===== config.mk =====
export PLATFORM = sky130hd
export DESIGN_NAME = irq_priority_ctrl_flat
export DESIGN_NICKNAME = d
export VERILOG_FILES = /design/src/rtl/irq_priority_ctrl_if.sv /design/src/rtl/irq_priority_ctrl.sv /design/src/flat_wrapper.sv
export SDC_FILE = /design/constraint.sdc
export NUM_CORES = 1
export LEC_CHECK = 0
export CORE_ASPECT_RATIO = 0.75
export CORE_MARGIN = 5
export CORE_UTILIZATION = 30
export CTS_BUF_LIST = sky130_fd_sc_hd__clkbuf_4 sky130_fd_sc_hd__clkbuf_8
export DETAILED_ROUTE_END_ITERATION = 6
export GPL_ROUTABILITY_DRIVEN = 0
export PLACE_DENSITY = 0.67
export SYNTH_ARGS = -nofsm -noshare
export SYNTH_HDL_FRONTEND = slang
export SYNTH_SLANG_ARGS = --single-unit

===== constraint.sdc =====
create_clock -name clk -period 3.6 [get_ports clk]
set_clock_uncertainty 0.05 [all_clocks]
set_input_delay 1.08 -clock clk [delete_from_list [all_inputs] [get_ports clk]]
set_output_delay 1.08 -clock clk [all_outputs]
set_load 0.005 [all_outputs]

===== src/rtl/irq_priority_ctrl_if.sv =====
// Signal bundle between the interrupt controller and the CPU interrupt-entry logic.
// The master side drives sources and handshake strobes; the slave side is the controller.
interface irq_priority_ctrl_if #(
   parameter int NUM_CH = 8,
   parameter int ID_W   = $clog2(NUM_CH)
);
   logic [NUM_CH-1:0] irq_in;
   logic [NUM_CH-1:0] mask;
   logic              ien_set;
   logic              ien_clr;
   logic              irq_ack;
   logic              eoi;
   logic              irq_req;
   logic [ID_W-1:0]   irq_id;
   logic              ien;
   logic [NUM_CH-1:0] pending;

   modport master (
      output irq_in, mask, ien_set, ien_clr, irq_ack, eoi,
      input  irq_req, irq_id, ien, pending
   );

   modport slave (
      input  irq_in, mask, ien_set, ien_clr, irq_ack, eoi,
      output irq_req, irq_id, ien, pending
   );
endinterface


===== src/rtl/irq_priority_ctrl.sv =====
// Multi-channel interrupt controller: edge-latched pending bits, masks, fixed priority
// (channel 0 highest), JK-style global enable and a req/ack/eoi handshake.
module irq_priority_ctrl #(
   parameter int NUM_CH = 8,
   parameter int ID_W   = $clog2(NUM_CH)
) (
   input  logic               clk,
   input  logic               rst_n,
   irq_priority_ctrl_if.slave bus
);

   typedef enum logic [1:0] {
      IDLE   = 2'd0,
      REQ    = 2'd1,
      ACTIVE = 2'd2
   } state_t;

   state_t            state_q, state_d;
   logic [NUM_CH-1:0] irq_in_q;
   logic [NUM_CH-1:0] pending_q, pending_d;
   logic [NUM_CH-1:0] rise;
   logic [NUM_CH-1:0] clr_v;
   logic [NUM_CH-1:0] elig;
   logic [ID_W-1:0]   id_q, id_d;
   logic [ID_W-1:0]   winner;
   logic              ien_q, ien_d;
   logic              req_q;
   logic              ack_ok;

   // Lowest set index wins; scanning downward lets the last hit be the lowest one.
   function automatic logic [ID_W-1:0] lowest_set(input logic [NUM_CH-1:0] v);
      logic [ID_W-1:0] idx;
      idx = '0;
      for (int i = NUM_CH - 1; i >= 0; i--) begin
         if (v[i]) idx = ID_W'(i);
      end
      return idx;
   endfunction

   assign rise   = bus.irq_in & ~irq_in_q;
   assign elig   = pending_q & bus.mask;
   assign winner = lowest_set(elig);
   assign ack_ok = (state_q == REQ) && bus.irq_ack;

   // A fresh edge in the ack cycle outranks the clear, so the bit survives.
   always_comb begin
      clr_v = '0;
      for (int i = 0; i < NUM_CH; i++) begin
         clr_v[i] = ack_ok && (id_q == ID_W'(i));
      end
      pending_d = (pending_q & ~clr_v) | rise;
   end

   always_comb begin
      ien_d = ien_q;
      if (ack_ok) begin
         ien_d = 1'b0;
      end else begin
         case ({bus.ien_set, bus.ien_clr})
            2'b10:   ien_d = 1'b1;
            2'b01:   ien_d = 1'b0;
            2'b11:   ien_d = ~ien_q;
            default: ien_d = ien_q;
         endcase
      end
   end

   always_comb begin
      state_d = state_q;
      id_d    = id_q;
      case (state_q)
         IDLE: begin
            if (ien_q && (elig != '0)) begin
               state_d = REQ;
               id_d    = winner;
            end
         end
         REQ: begin
            if (bus.irq_ack) state_d = ACTIVE;
         end
         ACTIVE: begin
            if (bus.eoi) state_d = IDLE;
         end
         default: state_d = IDLE;
      endcase
   end

   // irq_req gets its own flop so the CPU sees a clean registered level.
   always_ff @(posedge clk or negedge rst_n) begin
      if (!rst_n) begin
         state_q   <= IDLE;
         irq_in_q  <= '0;
         pending_q <= '0;
         ien_q     <= 1'b0;
         id_q      <= '0;
         req_q     <= 1'b0;
      end else begin
         state_q   <= state_d;
         irq_in_q  <= bus.irq_in;
         pending_q <= pending_d;
         ien_q     <= ien_d;
         id_q      <= id_d;
         req_q     <= (state_d == REQ);
      end
   end

   assign bus.irq_req = req_q;
   assign bus.irq_id  = id_q;
   assign bus.ien     = ien_q;
   assign bus.pending = pending_q;

   a_req_tracks_state: assert property (@(posedge clk) disable iff (!rst_n)
      req_q == (state_q == REQ));

   a_id_frozen: assert property (@(posedge clk) disable iff (!rst_n)
      (state_q != IDLE) |=> $stable(id_q));

endmodule


===== src/flat_wrapper.sv =====
// flat-port wrapper written by rule: the top's interface ports become plain ports
module irq_priority_ctrl_flat 
#(
   parameter int NUM_CH = 8,
   parameter int ID_W   = $clog2(NUM_CH)
)
  (clk, rst_n, bus_irq_in, bus_mask, bus_ien_set, bus_ien_clr, bus_irq_ack, bus_eoi, bus_irq_req, bus_irq_id, bus_ien, bus_pending);
  irq_priority_ctrl_if #(.NUM_CH(NUM_CH), .ID_W(ID_W)) bus_i ();
  input  logic clk;
  input  logic rst_n;
  input wire logic [$bits(bus_i.irq_in)-1:0] bus_irq_in;
  input wire logic [$bits(bus_i.mask)-1:0] bus_mask;
  input wire logic [$bits(bus_i.ien_set)-1:0] bus_ien_set;
  input wire logic [$bits(bus_i.ien_clr)-1:0] bus_ien_clr;
  input wire logic [$bits(bus_i.irq_ack)-1:0] bus_irq_ack;
  input wire logic [$bits(bus_i.eoi)-1:0] bus_eoi;
  output wire logic [$bits(bus_i.irq_req)-1:0] bus_irq_req;
  output wire logic [$bits(bus_i.irq_id)-1:0] bus_irq_id;
  output wire logic [$bits(bus_i.ien)-1:0] bus_ien;
  output wire logic [$bits(bus_i.pending)-1:0] bus_pending;
  assign bus_i.irq_in = bus_irq_in;
  assign bus_i.mask = bus_mask;
  assign bus_i.ien_set = bus_ien_set;
  assign bus_i.ien_clr = bus_ien_clr;
  assign bus_i.irq_ack = bus_irq_ack;
  assign bus_i.eoi = bus_eoi;
  assign bus_irq_req = bus_i.irq_req;
  assign bus_irq_id = bus_i.irq_id;
  assign bus_ien = bus_i.ien;
  assign bus_pending = bus_i.pending;
  irq_priority_ctrl #(.NUM_CH(NUM_CH), .ID_W(ID_W)) u_core (.clk(clk), .rst_n(rst_n), .bus(bus_i));
endmodule

## Word-level counts from Yosys, hierarchy flattened

Index checks and enable logic that the tools add are counted.

| storage, ports and cells | value |
|---|---|
| bits in registers | 23 |
| latch bits | 0 |
| bits in writable memories | 0 |
| bits in read-only memories | 0 |
| bits of input ports | 22 |
| output and inout bits | 13 |
| word-level logic and storage cells | 55 |
| memories kept | 0 |

| operators by class | value |
|---|---|
| $add $sub $neg | 0 |
| $mul | 0 |
| divide/modulo/power cells | 0 |
| magnitude comparators | 0 |
| equality and inequality tests | 13 |
| shift operators | 0 |
| multiplexer cells | 14 |
| bitwise logic cells | 7 |
| reductions and logical operators | 15 |

Operator list:

| kind | number |
|---|---|
| AND 8 bit | 3 |
| two-way mux 3 bit | 8 |
| inverter 8 bit | 2 |
| equality test 3 bit, second input constant | 4 |
| logical AND 1 bit | 10 |
| bitwise OR 8 bit | 1 |
| nonzero test 8 bit | 1 |
| equality test 2 x 1 -> 1 bit, second input constant | 3 |
| equality test 2 bit, second input constant | 3 |
| equality test 3 x 2 -> 1 bit, second input constant | 2 |
| two-way mux 2 bit | 3 |
| one-hot mux 2 bit (3 select lines) | 1 |
| nonzero test 4 bit | 1 |
| equality test 3 x 1 -> 1 bit, second input constant | 1 |
| logical NOT 3 bit | 1 |
| one-hot mux 1 bit (3 select lines) | 1 |
| logical NOT 2 bit | 1 |
| AND reduction 2 bit | 1 |
| two-way mux 1 bit | 1 |
| inverter 1 bit | 1 |

## Depth between registers and ports, before layout

Gate-level depths: netlist of run 1.

| depth | value |
|---|---|
| word-level depth | 9 |
| depth in mapped cells | 5 |
| depth with buffers taken out | 5 |

## Worst setup path before layout of run 1

No wires, ideal clock.

| timing path | value |
|---|---|
| path type | input-to-reg |
| from | in bus_ien_set |
| to | reg u_core.ien_q, in the netlist u_core.bus.ien |
| library setup time | 126 ps |
| arrival time | 1678 ps |
| setup slack | 1746 ps |
| cell stages on the path | 4 |
| path buffers | 0 |
| cell sequence | inv_1 -> ha_1 -> nor2_1 -> o311a_1 |

| between the ends | value |
|---|---|
| longest elaborated chain between the ends | 3 |

Ends and longest elaborated chain:

| element | RTL line | RTL |
|---|---|---|
| from (decl) | flat_wrapper.sv:13 | `input wire logic [$bits(bus_i.ien_set)-1:0] bus_ien_set;` |
| equality test 2 bit / equality test 2 x 1 -> 1 bit (equally long branches) | irq_priority_ctrl.sv:59 | `case ({bus.ien_set, bus.ien_clr})` |
| one-hot mux 1 bit (3 select lines) | irq_priority_ctrl.sv:59 |  |
| two-way mux 1 bit | irq_priority_ctrl.sv:56 | `if (ack_ok) begin` |
| to (signal assigned) | irq_priority_ctrl.sv:101 | `ien_q <= ien_d;` |
| to (decl) | irq_priority_ctrl.sv:26 | `logic ien_q, ien_d;` |

Parallel ways exist; a longest one is shown, timed or not.
A chain may end at the register's enable or synchronous reset.

## Final worst setup path of run 1

| timing path | value |
|---|---|
| from | reg u_core.id_q[1], in the netlist u_core.bus.irq_id[1] |
| to | out bus_irq_id[1] |

RTL lines:

| element | RTL line | RTL |
|---|---|---|
| from (decl) | irq_priority_ctrl.sv:24 | `logic [ID_W-1:0] id_q, id_d;` |
| from (signal assigned) | irq_priority_ctrl.sv:102 | `id_q <= id_d;` |
| to (decl) | flat_wrapper.sv:18 | `output wire logic [$bits(bus_i.irq_id)-1:0] bus_irq_id;` |

No word-level cell between the ends.

==> results of run 1 <==
## layout make-up
class                   instances  area, µm²
inverters                      10      37.54
repair buffers                 35      347.8
clock buffers                   3      41.29
well taps                      38      47.55
flip-flops and latches         23      575.6
fillers                       275       1599
multi-input cells              57      345.3
clock inverters                 1      5.005
## sequential cells by signal, indices dropped and copies added (netlist names)
signal,flops
u_core.bus.ien,1
u_core.bus.irq_id,3
u_core.bus.irq_req,1
u_core.bus.pending,8
u_core.irq_in_q,8
u_core.state_q,2
## final timing paths
kind	start	endpoint	slack [ns]	cells after the start
worst max-delay path	u_core.bus.irq_id[1]$_DFFE_PN0P_	bus_irq_id[1]	1.17	1
min in group asynchronous	rst_n	u_core.irq_in_q[2]$_DFF_PN0_	1.11	2
max in group asynchronous	rst_n	u_core.bus.irq_id[1]$_DFFE_PN0P_	2.16	2
worst min register to register	u_core.irq_in_q[5]$_DFF_PN0_	u_core.bus.pending[5]$_DFF_PN0_	0.37	1
worst max register to register	u_core.state_q[1]$_DFF_PN0_	u_core.bus.pending[0]$_DFF_PN0_	2.23	4
worst min-delay path	u_core.irq_in_q[5]$_DFF_PN0_	u_core.bus.pending[5]$_DFF_PN0_	0.37	1
## cells by family (layout without fill, tap and decap cells)
family,after synthesis,count (layout),share of synthesized area (%)
AOI/OAI and AO/OA,34,34,21.41
adders and majority gates,2,2,2.611
buffers and inverters,10,49,3.917
DFF,23,23,60.05
and+or+nand+nor,21,21,12.01
## metrics by stage
step           cell area, µm²  setup slack (ns)  hold slack (ns)  power [mW]
2_1_floorplan           958.4             1.746           0.3419      0.5099
3_3_place_gp             1354             1.161           0.3519      0.6811
3_5_place_dp             1354             1.111           0.3582      0.6874
4_1_cts                  1400             1.172           0.3745      0.8490
5_1_grt                  1400             1.116           0.3800      0.9047
6_report                 1400             1.172           0.3702      0.8399
## power breakdown
group          switching, mW  internal [mW]  leakage, nW
Combinational          0.115          0.169        0.307
Clock                 0.0815         0.0772       0.0255
Sequential            0.0739          0.323        0.252
## cell usage in the layout (no fill, tap or decap), drive strengths merged
| master | count |
|---|---|
| o311a | 1 |
| nor2 | 1 |
| o31ai | 2 |
| buf | 1 |
| inv | 10 |
| o21ai | 19 |
| nand3 | 1 |
| nor2b | 1 |
| nand2 | 9 |
| nand4 | 1 |
| ha | 2 |
| a21oi | 4 |
| clkinv | 1 |
| a32o | 2 |
| clkdlybuf4s50 | 34 |
| clkbuf | 3 |
| a31oi | 1 |
| a22oi | 4 |
| nand3b | 1 |
| nand2b | 4 |
| dfrtp | 23 |
| nor3b | 1 |
| nand4b | 1 |
| o2bb2ai | 1 |
| or2 | 1 |
## per-layer routing
| layer | routed length [µm] | part of all wire, % | vias up | GRT usage, % |
|---|---|---|---|---|
| li1 | - | - | 396 | - |
| met1 | 1002 | 43 | 388 | 15.60 |
| met2 | 1102 | 47 | 30 | 18.49 |
| met4 | 7 | 0.30 | 0 | 1.496 |
| met5 | 0 | 0 | - | 0 |
| met3 | 234 | 10 | 2 | 6.143 |
==> qor.yml, run 1 <==
synth_most_common_cell: "dfrtp_1"
drcViolationCount: 0
arrival_ns: 1.30
synth_edf_count: 0
cts_max_level: 1
dieArea_um2: 4437
tightestPinTransition_ns: 0.3376
report.final.hold_viol_count: 0
final.period_utilization_pct: 67.45
async_flop_share_pct: 100.0
endpoint_kind: "output port"
fin_util_pct: 46.68
initial_core_util_pct: 31.96
cp_slowest_cell: "clkdlybuf4s50_1"
drtAntennaViolNets: 0
coreArea_um2: 2999
worstSetupStartpointType: "register"
cp_data_required_time_ns: 2.47
ctsHoldBuffers: 0
slowest_delay_ns: 0.55
pin_count: 35
dr.pass1.iters: 4
hpwl_um: 1863
synth_commonest_cells: "23 x dfrtp_1, 18 x o21ai_0, 10 x inv_1, 9 x nand2_1"
wl_um: 2347
final_cells: 167
crit_chain: "clkdlybuf4s50_1"
post_cts_resize_count: 0
insertion_delay_ns: 0.26
outcome: "complete, no violations"
clock-sinks: 23
powerDensity_nw_per_um2: 599.9
drt-initial-drc-count: 35
finalSetupTns_ns: 0
crit_fanout: 7
cts_tree: "built"
clk_pin_slew_ns: 0.08
yosys_most_used_dff: "dfrtp_1"
grt_pass1_vias: 882
die_w_um: 75.27
syn2layout_area_growth_pct: 46.08
yosys_register_bits: 23
setup_violations: 0
ys_types: 22
worstSetupPathType: "reg2out"
grt_max_degree: 24
rsz0062_at_grt: "no"
synth_nets: 114
yosysWarnings: 0
yosys.area.top_type: "dfrtp_1"
grt_pass1_wl_um: 4057
port_buffers: 34
fmax_ghz: 0.4118
slew_viol_final: 0
routed_via_density: 4.886
vias: 816
cts_setup_buffers: 0
grt_use_total_pct: 12.02
overflow: 0
nets: 154
ir_worst_vdd_mv: 0.2598
avgSynthCellArea_um2: 10.65
cts_root_buf: "clkbuf_8"
cp_top_family: "buffers and inverters"
hold_class: "reg2reg"
cp.buffers_inverters: 1
cellLeakagePower_nw: 0.5837
fin_crit_ns: 2.428
drive_gt1_share_pct: 4.651
syn_inst: 90
rows: 17
wl_per_cell_um: 14.05
cts_buffer_depth: 2
netlist_top_cells_area: "dfrtp_1 60%, o21ai_0 9.4%, inv_1 3.9%"
antenna_found_initial: 0
syn_area_um2: 958.4
slew_headroom_pct: 77.39
cts_inserted_buffers: 3
dp.cells: 163
die_h_um: 58.95
synth_top_area_share_pct: 60.05
synth_seq_area_share_pct: 60.05
max_cap_viol_count: 0
num_antenna_cells: 0
Power figures use the tool's default switching activity.
==> run 2: changes to the inputs <==
--- a/config.mk
+++ b/config.mk
@@ -11,7 +11,7 @@
 export CTS_BUF_LIST = sky130_fd_sc_hd__clkbuf_4 sky130_fd_sc_hd__clkbuf_8
 export DETAILED_ROUTE_END_ITERATION = 6
 export GPL_ROUTABILITY_DRIVEN = 0
-export PLACE_DENSITY = 0.67
+export PLACE_DENSITY = 0.69
 export SYNTH_ARGS = -nofsm -noshare
 export SYNTH_HDL_FRONTEND = slang
 export SYNTH_SLANG_ARGS = --single-unit
==> constraint.sdc (replaced) <==
create_clock -name clk -period 2.1 [get_ports clk]
set_clock_uncertainty 0.05 [all_clocks]
set_input_delay 0.63 -clock clk [delete_from_list [all_inputs] [get_ports clk]]
set_output_delay 0.63 -clock clk [all_outputs]
set_load 0.005 [all_outputs]
==> qor.yml, run 2 (same netlist as run 1, synthesis figures left out) <==
fin_area_um2: 1403
slew_viol_final: 0
arrival_ns: 1.32
slew_headroom_pct: 77.10
clk_pin_slew_ns: 0.08
cts_tree: "built"
fin_crit_ns: 2.004
initial_core_util_pct: 31.96
vias: 809
dieArea_um2: 4437
antenna_found_initial: 0
ir_worst_vdd_mv: 0.5759
num_antenna_cells: 0
drive_gt1_share_pct: 4.651
grt_use_total_pct: 12.02
fill_cells: 272
drtAntennaViolNets: 0
nets: 154
drt-initial-drc-count: 59
cts_setup_buffers: 0
layout_common_cells: "34 x clkdlybuf4s50_1, 23 x dfrtp_1, 18 x o21ai_0, 10 x inv_1, 9 x nand2_1"
setup_violations: 0
final.period_utilization_pct: 95.42
cp_top_family: "buffers and inverters"
wl_per_cell_um: 14.39
cts_buffer_depth: 2
ctsHoldBuffers: 0
crit_chain: "clkdlybuf4s50_1"
slowest_delay_ns: 0.56
grt_pass1_vias: 853
routed_via_density: 4.844
post_cts_resize_count: 0
tightestPinTransition_ns: 0.3421
outcome: "complete, no violations"
r2r_cells: 4
port_buffers: 34
powerDensity_nw_per_um2: 1039
clock-sinks: 23
grt_max_degree: 24
cts_root_buf: "clkbuf_8"
die_w_um: 75.27
die_h_um: 58.95
rsz0062_at_grt: "no"
hold_class: "reg2reg"
max_cap_viol_count: 0
finalSetupTns_ns: 0
endpoint_kind: "output port"
wl_um: 2403
fmax_ghz: 0.4990
dr.pass1.iters: 4
grt_pass1_wl_um: 3905
cp.depth: 1
worstSetupStartpointType: "register"
layout_commonest_cell: "clkdlybuf4s50_1"
coreArea_um2: 2999
postPlaceCellArea_um2: 1354
syn2layout_area_growth_pct: 46.35
cts_inserted_buffers: 3
crit_fanout: 7
worstSetupPathType: "reg2out"
rows: 17
insertion_delay_ns: 0.26
min_path_cells: 1
cp_data_required_time_ns: 1.42
overflow: 0
pin_count: 35
cellLeakagePower_nw: 0.5843
cp.buffers_inverters: 1
drcViolationCount: 0
cts_max_level: 1
cp_slowest_cell: "clkdlybuf4s50_1"
report.final.hold_viol_count: 0
hpwl_um: 1909
-- run 2: cell types whose count changed in the layout (fill, tap and decap cells not counted), sizes merged --
cell	previous run	this run
clkbuf	3	4
clkinv	1	0
-- run 2: metrics by stage --
step / setup slack (ns) / hold WS [ns] / util, % / total power [mW] / cells
2_1_floorplan: 0.6958 / 0.2844 / - / 0.8740 / 90
3_3_place_gp: 0.1129 / 0.3522 / 45.14 / 1.166 / 163
3_5_place_dp: 0.07255 / 0.3519 / 45.14 / 1.182 / 163
4_1_cts: 0.1028 / 0.3600 / 46.77 / 1.470 / 167
5_1_grt: 0.05281 / 0.3589 / 46.77 / 1.559 / 167
6_report: 0.09611 / 0.3609 / 46.77 / 1.457 / 167
-- run 2: routing by layer --
layer  vias to the layer above  wire [µm]  track usage (%)
met1                       382       1059            14.78
met4                         0         22            4.489
met2                        26       1138            18.61
met5                         -          0                0
met3                         4        182            5.290
li1                        397          -                -
-- run 2: layout make-up --
type	instances	area, µm²	share of cell area, %
repair buffers	35	347.8	24.80
clock buffers	4	48.80	3.479
inverters	10	37.54	2.676
well taps	38	47.55	3.390
multi-input cells	57	345.3	24.62
flip-flops and latches	23	575.6	41.03
-- run 2: final timing paths --
path / start / to / slack (ns)
worst max-delay path: u_core.bus.irq_id[0]$_DFFE_PN0P_ / bus_irq_id[0] / 0.1
worst min-delay path: u_core.irq_in_q[0]$_DFF_PN0_ / u_core.bus.pending[0]$_DFF_PN0_ / 0.36
worst max register to register: u_core.state_q[1]$_DFF_PN0_ / u_core.bus.pending[1]$_DFF_PN0_ / 0.71
worst min register to register: u_core.irq_in_q[0]$_DFF_PN0_ / u_core.bus.pending[0]$_DFF_PN0_ / 0.36
max in group asynchronous: rst_n / u_core.bus.pending[5]$_DFF_PN0_ / 1.12
min in group asynchronous: rst_n / u_core.bus.pending[1]$_DFF_PN0_ / 0.66
-- run 2: where the power goes --
group / internal (mW) / total (mW) / switching (mW)
Sequential: 0.554 / 0.688 / 0.134
Combinational: 0.290 / 0.486 / 0.197
Clock: 0.148 / 0.282 / 0.134
==> run 3: changes to the inputs <==
--- a/config.mk
+++ b/config.mk
@@ -11,7 +11,7 @@
 export CTS_BUF_LIST = sky130_fd_sc_hd__clkbuf_4 sky130_fd_sc_hd__clkbuf_8
 export DETAILED_ROUTE_END_ITERATION = 6
 export GPL_ROUTABILITY_DRIVEN = 0
-export PLACE_DENSITY = 0.69
+export PLACE_DENSITY = 0.67
 export SYNTH_ARGS = -nofsm -noshare
 export SYNTH_HDL_FRONTEND = slang
 export SYNTH_SLANG_ARGS = --single-unit
==> constraint.sdc (replaced) <==
create_clock -name clk -period 1.9 [get_ports clk]
set_clock_uncertainty 0.05 [all_clocks]
set_input_delay 0.57 -clock clk [delete_from_list [all_inputs] [get_ports clk]]
set_output_delay 0.57 -clock clk [all_outputs]
set_load 0.005 [all_outputs]
==> qor.yml, run 3 (same netlist as run 1, synthesis figures left out) <==
cts_max_level: 1
p_int_mw: 1.112
dr.pass1.iters: 4
reg2reg_to: "u_core.bus.irq_req$_DFF_PN0_"
fill_cells: 279
max_cap_viol_count: 0
cts_buffer_depth: 2
routed_via_density: 4.935
dieArea_um2: 4437
net-switching-power_mw: 0.5303
powerDensity_nw_per_um2: 1154
reg2reg_slack_ns: 0.54
grt_use_total_pct: 11.63
finalSetupTns_ns: 0
cp_slowest_cell: "clkdlybuf4s50_1"
hp-start: "u_core.irq_in_q[0]$_DFF_PN0_"
clk_pin_slew_ns: 0.08
final.period_utilization_pct: 95.96
insertion_delay_ns: 0.26
dp.cells: 166
vias: 839
drtAntennaViolNets: 0
pin_count: 35
cts_inserted_buffers: 3
worstSetupStartpointType: "register"
die_w_um: 75.27
cp_top_family: "buffers and inverters"
crit_chain: "clkdlybuf4s50_1"
tightestPinTransition_ns: 0.3735
ctsHoldBuffers: 0
rows: 17
syn2layout_area_growth_pct: 48.43
cp.buffers_inverters: 1
fmax_ghz: 0.5485
p_comb_share_pct: 37.1
cp_data_required_time_ns: 1.28
postPlaceCellArea_um2: 1376
p_total_mw: 1.642
min_path_cells: 1
fin_util_pct: 47.43
layout_commonest_cell: "clkdlybuf4s50_1"
wl_per_cell_um: 14.28
overflow: 0
grt_pass1_wl_um: 3795
whs_endpoint: "u_core.bus.pending[0]$_DFF_PN0_"
cts_setup_buffers: 0
setup_violations: 0
arrival_ns: 1.20
clockPowerShare_pct: 18.3
grt_pass1_vias: 863
fin_crit_ns: 1.823
fin_area_um2: 1423
initial_core_util_pct: 31.96
num_antenna_cells: 0
port_buffers: 34
seqPwrFrac_pct: 44.6
netSwitchingFraction_pct: 32.30
slew_headroom_pct: 74.99
rsz0062_at_grt: "no"
endpoint_kind: "output port"
wl_um: 2428
report.final.hold_viol_count: 0
worstSetupPathType: "reg2out"
cellLeakagePower_nw: 0.5979
grt_max_degree: 24
hpwl_um: 1932
outcome: "complete, no violations"
ir_worst_vdd_mv: 0.5474
final_cells: 170
post_cts_resize_count: 0
slowest_delay_ns: 0.53
drive_gt1_share_pct: 6.818
layout_common_cells: "34 x clkdlybuf4s50_1, 23 x dfrtp_1, 18 x o21ai_0, 10 x inv_1, 9 x nand2_1"
hold_class: "reg2reg"
clock-sinks: 23
cts_tree: "built"
antenna_found_initial: 0
nets: 157
regToRegStartpoint: "u_core.bus.pending[2]$_DFF_PN0_"
drt-initial-drc-count: 36
coreArea_um2: 2999
die_h_um: 58.95
drcViolationCount: 0
slew_viol_final: 0
crit_fanout: 4
r2r_cells: 4
cts_root_buf: "clkbuf_8"
run 3: cell count changes in the layout (fill, tap and decap cells not counted), sizes merged:
cell,before,now
clkbuf,4,3
clkinv,0,1
buf,1,4
run 3: metrics by stage:
| step | hold WS (ns) | worst slack [ns] |
|---|---|---|
| after floorplan | 0.2244 | 0.5558 |
| after global placement | 0.3514 | -0.004243 |
| after detailed placement | 0.3523 | -0.03992 |
| after CTS | 0.3675 | 0.06300 |
| after global routing | 0.3898 | 0.03003 |
| final | 0.3657 | 0.07681 |
run 3: layer usage:
layer | track usage [%] | share of wire, %
met1 | 14.16 | 44
met2 | 18.73 | 48
met3 | 5.802 | 7.5
met4 | 2.244 | 0.41
met5 | 0 | 0
run 3: how the worst max path moves through the flow:
stage                               startpoint                               to  slack, ns  depth (start not counted)
2_1_floorplan                      bus_ien_set       u_core.bus.ien$_DFFE_PN0P_       0.56                          4
3_3_place_gp                       bus_irq_ack  u_core.bus.pending[0]$_DFF_PN0_     -0.004                          5
3_5_place_dp                       bus_mask[2]     u_core.bus.irq_req$_DFF_PN0_      -0.04                          5
4_1_cts             u_core.bus.ien$_DFFE_PN0P_                          bus_ien       0.06                          1
5_1_grt        u_core.bus.pending[7]$_DFF_PN0_                   bus_pending[7]       0.03                          1
6_report       u_core.bus.pending[1]$_DFF_PN0_                   bus_pending[1]       0.08                          1
run 3: layout make-up:
class / instances / area [µm²] / share of cell area, %
flip-flops and latches: 23 / 575.6 / 40.46
inverters: 10 / 37.54 / 2.639
multi-input cells: 57 / 345.3 / 24.27
well taps: 38 / 47.55 / 3.342
clock buffers: 3 / 41.29 / 2.902
repair buffers: 38 / 370.4 / 26.03
clock inverters: 1 / 5.005 / 0.3518
run 3: power groups by stage:
stage	clock, mW	combinational (mW)	sequential, mW
global placement	0	0.598	0.737
detailed placement	0	0.615	0.739
floorplan	0	0.232	0.734
global route	0.327	0.674	0.751
CTS	0.314	0.617	0.734
finish	0.300	0.609	0.733
